$ cat config.mk
export PLATFORM = sky130hd
export DESIGN_NAME = segre_mext_unit
export DESIGN_NICKNAME = d
export VERILOG_FILES = /design/src/rtl/segre_mext_unit.sv
export SDC_FILE = /design/constraint.sdc
export NUM_CORES = 2
export LEC_CHECK = 0
export CAP_MARGIN = 15
export CORE_MARGIN = 3
export CORE_UTILIZATION = 60
export CTS_CLUSTER_SIZE = 25
export DETAILED_ROUTE_END_ITERATION = 8
export GPL_TIMING_DRIVEN = 0
export PLACE_DENSITY_LB_ADDON = 0.05
export SLEW_MARGIN = 20
export SYNTH_ARGS = -nofsm -noshare
export SYNTH_HDL_FRONTEND = slang
export SYNTH_SLANG_ARGS = --single-unit
$ cat constraint.sdc
create_clock -name clk_i -period 12.7 [get_ports clk_i]
set_input_delay 2.54 -clock clk_i [delete_from_list [all_inputs] [get_ports clk_i]]
set_output_delay 2.54 -clock clk_i [all_outputs]
set_load 0.03 [all_outputs]
$ cat src/rtl/segre_mext_unit.sv
// segre_mext_unit: RV32M execute unit with a fixed-latency multiply pipeline and a radix-2 restoring divider.
// Optional flush input kill_i is enabled by defining SEGRE_MEXT_KILL_EN.
module segre_mext_unit #(
  parameter int MUL_STAGES = 5,
  parameter int XLEN       = 32,
  parameter int REG_SIZE   = 5
) (
  input  logic                clk_i,
  input  logic                rst_i,
`ifdef SEGRE_MEXT_KILL_EN
  input  logic                kill_i,
`endif
  input  logic                valid_m1_i,
  input  logic [2:0]          m1_opcode_i,
  input  logic [REG_SIZE-1:0] m1_rf_waddr_i,
  input  logic [XLEN-1:0]     m1_src_a_i,
  input  logic [XLEN-1:0]     m1_src_b_i,
  output logic                ready_o,
  output logic                wb_valid_o,
  output logic [REG_SIZE-1:0] wb_waddr_o,
  output logic [XLEN-1:0]     wb_data_o,
  output logic [31:0]         pending_o
);

  localparam int   CNT_W         = $clog2(XLEN + 1);
  localparam logic MUL_IMMEDIATE = (MUL_STAGES == 1);

  typedef enum logic [1:0] {DIV_IDLE, DIV_CALC, DIV_DONE} div_state_e;

  logic kill;
`ifdef SEGRE_MEXT_KILL_EN
  assign kill = kill_i;
`else
  assign kill = 1'b0;
`endif

  div_state_e          div_state;
  logic [CNT_W-1:0]    div_cnt;
  logic [XLEN-1:0]     div_rem;
  logic [XLEN-1:0]     div_quo;
  logic [XLEN-1:0]     div_dvsr;
  logic                div_q_neg;
  logic                div_r_neg;
  logic                div_rem_op;
  logic [REG_SIZE-1:0] div_waddr;

  logic                is_div;
  logic                accept;
  logic                mul_accept;
  logic                div_accept;
  logic                mul_pipe_empty;
  logic                mul_last_valid;
  logic [REG_SIZE-1:0] mul_last_waddr;
  logic [XLEN-1:0]     mul_last_data;

  // Opcode follows funct3: bit2 selects divide, bits[1:0] pick the variant.
  assign is_div     = m1_opcode_i[2];
  assign ready_o    = !rst_i && !kill && (div_state == DIV_IDLE) && (!is_div || mul_pipe_empty);
  assign accept     = valid_m1_i && ready_o;
  assign mul_accept = accept && !is_div;
  assign div_accept = accept && is_div;

  logic [2*XLEN-1:0] mul_a_ext;
  logic [2*XLEN-1:0] mul_b_ext;
  logic [2*XLEN-1:0] mul_product;
  logic [XLEN-1:0]   mul_res;

  // Only the low 2*XLEN bits of the extended product matter, so a plain wide multiply suffices.
  always_comb begin
    mul_a_ext   = {{XLEN{(m1_opcode_i[1:0] != 2'b11) && m1_src_a_i[XLEN-1]}}, m1_src_a_i};
    mul_b_ext   = {{XLEN{!m1_opcode_i[1] && m1_src_b_i[XLEN-1]}}, m1_src_b_i};
    mul_product = mul_a_ext * mul_b_ext;
    mul_res     = (m1_opcode_i[1:0] == 2'b00) ? mul_product[XLEN-1:0] : mul_product[2*XLEN-1:XLEN];
  end

  generate
    if (MUL_STAGES == 1) begin : g_mul_direct
      assign mul_pipe_empty = 1'b1;
      assign mul_last_valid = mul_accept;
      assign mul_last_waddr = m1_rf_waddr_i;
      assign mul_last_data  = mul_res;
    end else begin : g_mul_pipe
      logic [MUL_STAGES-1:1] stage_valid;
      logic [REG_SIZE-1:0]   stage_waddr [1:MUL_STAGES-1];
      logic [XLEN-1:0]       stage_data  [1:MUL_STAGES-1];

      always_ff @(posedge clk_i) begin
        if (rst_i || kill) begin
          stage_valid <= '0;
        end else begin
          stage_valid[1] <= mul_accept;
          for (int i = 2; i < MUL_STAGES; i++) begin
            stage_valid[i] <= stage_valid[i-1];
          end
        end
      end

      always_ff @(posedge clk_i) begin
        stage_waddr[1] <= m1_rf_waddr_i;
        stage_data[1]  <= mul_res;
        for (int i = 2; i < MUL_STAGES; i++) begin
          stage_waddr[i] <= stage_waddr[i-1];
          stage_data[i]  <= stage_data[i-1];
        end
      end

      assign mul_pipe_empty = (stage_valid == '0);
      assign mul_last_valid = stage_valid[MUL_STAGES-1];
      assign mul_last_waddr = stage_waddr[MUL_STAGES-1];
      assign mul_last_data  = stage_data[MUL_STAGES-1];
    end
  endgenerate

  logic            div_signed;
  logic            a_neg;
  logic            b_neg;
  logic [XLEN-1:0] a_mag;
  logic [XLEN-1:0] b_mag;
  logic            b_zero;
  logic            div_ovf;
  logic            div_special;
  logic [XLEN-1:0] special_res;

  // Division by zero and signed overflow bypass the iteration with fixed RISC-V results.
  always_comb begin
    div_signed  = !m1_opcode_i[0];
    a_neg       = div_signed && m1_src_a_i[XLEN-1];
    b_neg       = div_signed && m1_src_b_i[XLEN-1];
    a_mag       = a_neg ? -m1_src_a_i : m1_src_a_i;
    b_mag       = b_neg ? -m1_src_b_i : m1_src_b_i;
    b_zero      = (m1_src_b_i == '0);
    div_ovf     = div_signed && (m1_src_a_i == {1'b1, {(XLEN-1){1'b0}}}) && (m1_src_b_i == '1);
    div_special = b_zero || div_ovf;
    if (b_zero) begin
      special_res = m1_opcode_i[1] ? m1_src_a_i : '1;
    end else begin
      special_res = m1_opcode_i[1] ? '0 : {1'b1, {(XLEN-1){1'b0}}};
    end
  end

  logic [XLEN:0]   rem_shift;
  logic [XLEN:0]   rem_diff;
  logic [XLEN-1:0] rem_next;
  logic [XLEN-1:0] quo_next;
  logic [XLEN-1:0] calc_res;

  always_comb begin
    rem_shift = {div_rem, div_quo[XLEN-1]};
    rem_diff  = rem_shift - {1'b0, div_dvsr};
    rem_next  = rem_diff[XLEN] ? rem_shift[XLEN-1:0] : rem_diff[XLEN-1:0];
    quo_next  = {div_quo[XLEN-2:0], !rem_diff[XLEN]};
    if (div_rem_op) begin
      calc_res = div_r_neg ? -rem_next : rem_next;
    end else begin
      calc_res = div_q_neg ? -quo_next : quo_next;
    end
  end

  logic                div_finish;
  logic [XLEN-1:0]     div_finish_data;
  logic [REG_SIZE-1:0] div_finish_waddr;

  assign div_finish       = ((div_state == DIV_CALC) && (div_cnt == CNT_W'(1))) || (div_accept && div_special);
  assign div_finish_data  = (div_state == DIV_IDLE) ? special_res : calc_res;
  assign div_finish_waddr = (div_state == DIV_IDLE) ? m1_rf_waddr_i : div_waddr;

  // The result enters the wb registers on the edge into DONE, so DONE is the writeback cycle.
  always_ff @(posedge clk_i) begin
    if (rst_i || kill) begin
      div_state <= DIV_IDLE;
    end else begin
      case (div_state)
        DIV_IDLE: begin
          if (div_accept) begin
            div_rem    <= '0;
            div_quo    <= a_mag;
            div_dvsr   <= b_mag;
            div_cnt    <= CNT_W'(XLEN);
            div_q_neg  <= a_neg ^ b_neg;
            div_r_neg  <= a_neg;
            div_rem_op <= m1_opcode_i[1];
            div_waddr  <= m1_rf_waddr_i;
            div_state  <= div_special ? DIV_DONE : DIV_CALC;
          end
        end
        DIV_CALC: begin
          div_rem <= rem_next;
          div_quo <= quo_next;
          div_cnt <= div_cnt - 1'b1;
          if (div_cnt == CNT_W'(1)) begin
            div_state <= DIV_DONE;
          end
        end
        DIV_DONE: div_state <= DIV_IDLE;
        default:  div_state <= DIV_IDLE;
      endcase
    end
  end

  always_ff @(posedge clk_i) begin
    if (rst_i) begin
      wb_valid_o <= 1'b0;
      wb_waddr_o <= '0;
      wb_data_o  <= '0;
    end else if (kill) begin
      wb_valid_o <= 1'b0;
    end else if (mul_last_valid) begin
      wb_valid_o <= 1'b1;
      wb_waddr_o <= mul_last_waddr;
      wb_data_o  <= mul_last_data;
    end else if (div_finish) begin
      wb_valid_o <= 1'b1;
      wb_waddr_o <= div_finish_waddr;
      wb_data_o  <= div_finish_data;
    end else begin
      wb_valid_o <= 1'b0;
    end
  end

  logic [31:0] pending_q;
  logic [31:0] accept_mask;
  logic [31:0] set_mask;
  logic [31:0] clear_mask;
  logic        load_valid;
  logic [REG_SIZE-1:0] load_waddr;

  // Ops that write back on their own accept edge never enter the registered mask.
  always_comb begin
    accept_mask = (accept && (m1_rf_waddr_i != '0)) ? (32'd1 << m1_rf_waddr_i) : '0;
    set_mask    = ((mul_accept && MUL_IMMEDIATE) || (div_accept && div_special)) ? '0 : accept_mask;
    load_valid  = mul_last_valid || div_finish;
    load_waddr  = mul_last_valid ? mul_last_waddr : div_finish_waddr;
    clear_mask  = load_valid ? (32'd1 << load_waddr) : '0;
  end

  always_ff @(posedge clk_i) begin
    if (rst_i || kill) begin
      pending_q <= '0;
    end else begin
      pending_q <= (pending_q & ~clear_mask) | set_mask;
    end
  end

  assign pending_o = pending_q | accept_mask;

endmodule

==> flow_metrics.tcl <==
set metrics [dict create \
    slew_headroom_pct 12.86 \
    grt.overflow.total 0 \
    ys_ff_latch 334 \
    cp-end-kind "register" \
    cp_common_cell "fa_1" \
    cts_num_sinks 334 \
    drive_gt1_share_pct 3.147 \
    finalWirelength_um 219600 \
    initial_core_util_pct 60.88 \
    fp.dieH_um 309.1 \
    via_per_inst 6.213 \
    critPathArrivalTime_ps 12980 \
    clk_latency_ps 560 \
    synth-xor-area-share_pct 3.130 \
    clockBufferDepth 3 \
    synthAdderAreaFrac_pct 46.58 \
    synthDistinctLibCells 90 \
    antenna_found_initial 33 \
    vias 46538 \
    netlist_instances 6100 \
    hold_viol 0 \
    drt_iter0_markers 5485 \
    ys.flop_type "dfxtp_1" \
    port_buffers 107 \
    first_pass_iters 8 \
    synth_area_leaders "fa_1 41%, dfxtp_1 8.1%, inv_1 7.9%, nand2_1 6.2%, edfxtp_1 6.0%" \
    setup.worst_path.start_class "primary input" \
    fin_crit_sh_pct 98.32 \
    layout.nets 7719 \
    stdcell_count 7490 \
    cts_inserted_buffers 34 \
    synth_edf_count 110 \
    postCtsHoldBufs 0 \
    drc 0 \
    synth_mux_area_share_pct 0.8896 \
    globalplace.congestion 1.096 \
    setup_viol 0 \
    max_freq_ghz 0.08008 \
    period_needed_ps 12490 \
    crit_path_max_fanout 10 \
    grt_first_pass_wirelength_um 314500 \
    synth_compound_area_share_pct 9.019 \
    track_usage_pct 46.40 \
    yosys_warnings 0 \
    cpPeakStageDelay_ps 830 \
    syn-num-nets 7552 \
    rr_worst_depth 24 \
    seq_area_frac_synth_pct 14.12 \
    maxCapViolCount 0 \
    crit_required_ps 13190 \
    ios 146 \
    areaGrowthSynthToFinish_pct 7.296 \
    first_global_vias 47119 \
    status "completed" \
    fin_skew_ps 37.16 \
    clkSlewWorstSetupHoldPaths_ps 60 \
    dp.cells 7393 \
    core_mm2 0.09056 \
    place_hpwl_um 179200 \
    synth_top_area_share_pct 40.89 \
    regToRegSetupSlack_ps 5270 \
    yosysTopAreaCell "fa_1" \
    hold_depth 0 \
    antenna_left 0 \
    cts_tree "yes" \
    async_reset_ff_share_pct 0 \
    htreeDepth 2 \
    slew_viol_final 0 \
    die_w_um 309.1 \
    min_path_type "register to register" \
    synth_top_family_by_area "adder cells" \
    path_class "primary input to register" \
    rows 110 \
    cts_root_buffer "clkbuf_16" \
    grt_max_degree 44 \
    synthesis.area_mm2 0.05513 \
    worstMarginPinSlew_ps 1307 \
    crit_path_top_delay_cell "fa_2" \
    synth.avg_cell_area_um2 9.038 \
    die_area_mm2 0.09556 \
    yosys.area_share.simple_pct 15.70 \
    wl_per_cell_um 29.32 \
]
## worst paths after layout
kind                                                       to                     startpoint
worst max register to register                  wb_data_o[26]                    div_quo[31]
worst min-delay path            g_mul_pipe.stage_waddr[0][22]  g_mul_pipe.stage_waddr[0][17]
worst max-delay path             g_mul_pipe.stage_data[0][59]                  m1_src_b_i[5]
worst min register to register  g_mul_pipe.stage_waddr[0][22]  g_mul_pipe.stage_waddr[0][17]
## cells by family (layout without fill, tap and decap cells)
group                      count (synthesis)  in the layout
other                                      0             22
muxes                                     47             47
xor gates and xnor gates                 197            197
adders and majority gates               1377           1377
AOI/OAI and AO/OA                        761            761
DFF                                      334            334
and+or+nand+nor                         1842           1842
buffers and inverters                   1542           1734
## sequential cells by signal, indices dropped and copies added, names as in the netlist
name                    count
div_rem                    32
div_r_neg                   1
div_waddr                   5
g_mul_pipe.stage_valid      4
div_dvsr                   32
pending_q                  32
wb_waddr_o                  5
wb_valid_o                  1
div_quo                    32
div_rem_op                  1
g_mul_pipe.stage_data     128
div_q_neg                   1
div_cnt                     6
div_state                   2
wb_data_o                  32
g_mul_pipe.stage_waddr     20
## worst max-delay path: cells and delay by family
kind                     cells  cell delay, ps
AO/OA/AOI/OAI                6            1210
adder cells (fa/ha/maj)      9            4990
buffers and inverters        9            2700
AND/OR/NAND/NOR              5            1490
## through the flow
stage | utilization, % | setup WS, ps | TNS, ps | hold WS [ps] | area [µm²]
2_1_floorplan | - | 1284 | 0 | 309.6 | 55130
3_3_place_gp | 63.69 | -1494 | -89150 | 310.0 | 57680
3_5_place_dp | 63.83 | -1318 | -10300 | 312.1 | 57810
4_1_cts | 65.11 | 37.79 | 0 | 299.3 | 58970
5_1_grt | 65.27 | -8.619 | -8.619 | 305.4 | 59110
6_report | 65.32 | 213.0 | 0 | 301.6 | 59160
## placed cells by master (no fill, tap or decap), drive strengths merged, types with 191 or more instances in the layout
cell and n:
a21oi 196, and2 377, clkbuf 337, dfxtp 224, fa 1126, ha 251, inv 1165, nand2 916
nor2 239, o21ai 191
## Yosys cell counts (110+ instances only)
master    count
edfxtp_1    110
and2_1      375
fa_1       1126
a21oi_1     196
inv_1      1163
nand2_1     915
dfxtp_1     224
o21ai_0     185
xnor2_1     116
ha_1        251
nor2_1      238
clkbuf_1    288
## cell type report
| type | count | area (µm²) |
|---|---|---|
| multi-input cells | 4224 | 41540 |
| fillers | 7727 | 31410 |
| flip-flops and latches | 334 | 7787 |
| inverters | 1167 | 4388 |
| plain buffers | 374 | 1471 |
| well taps | 1176 | 1471 |
| repair buffers | 132 | 1282 |
| clock buffers | 48 | 1017 |
| clock inverters | 13 | 142.6 |
| diodes | 22 | 55.05 |
## per-layer routing
layer	wire length (µm)	GRT usage, %	part of all wire [%]
met5	142	0	0.065
met4	24420	40.80	11
met3	26360	13.25	12
met2	95220	69.98	43
met1	73480	54.50	33
## repair_timing
item                       in CTS  in global routing
setup endpoints to repair      12                  3
buffers inserted                0                 15
pin swaps                       0                  0
gates resized for setup         6                  9
Power is left out: the tool's default activity adds up to more than one toggle a clock period on the data nets, which glitch-free logic cannot reach.
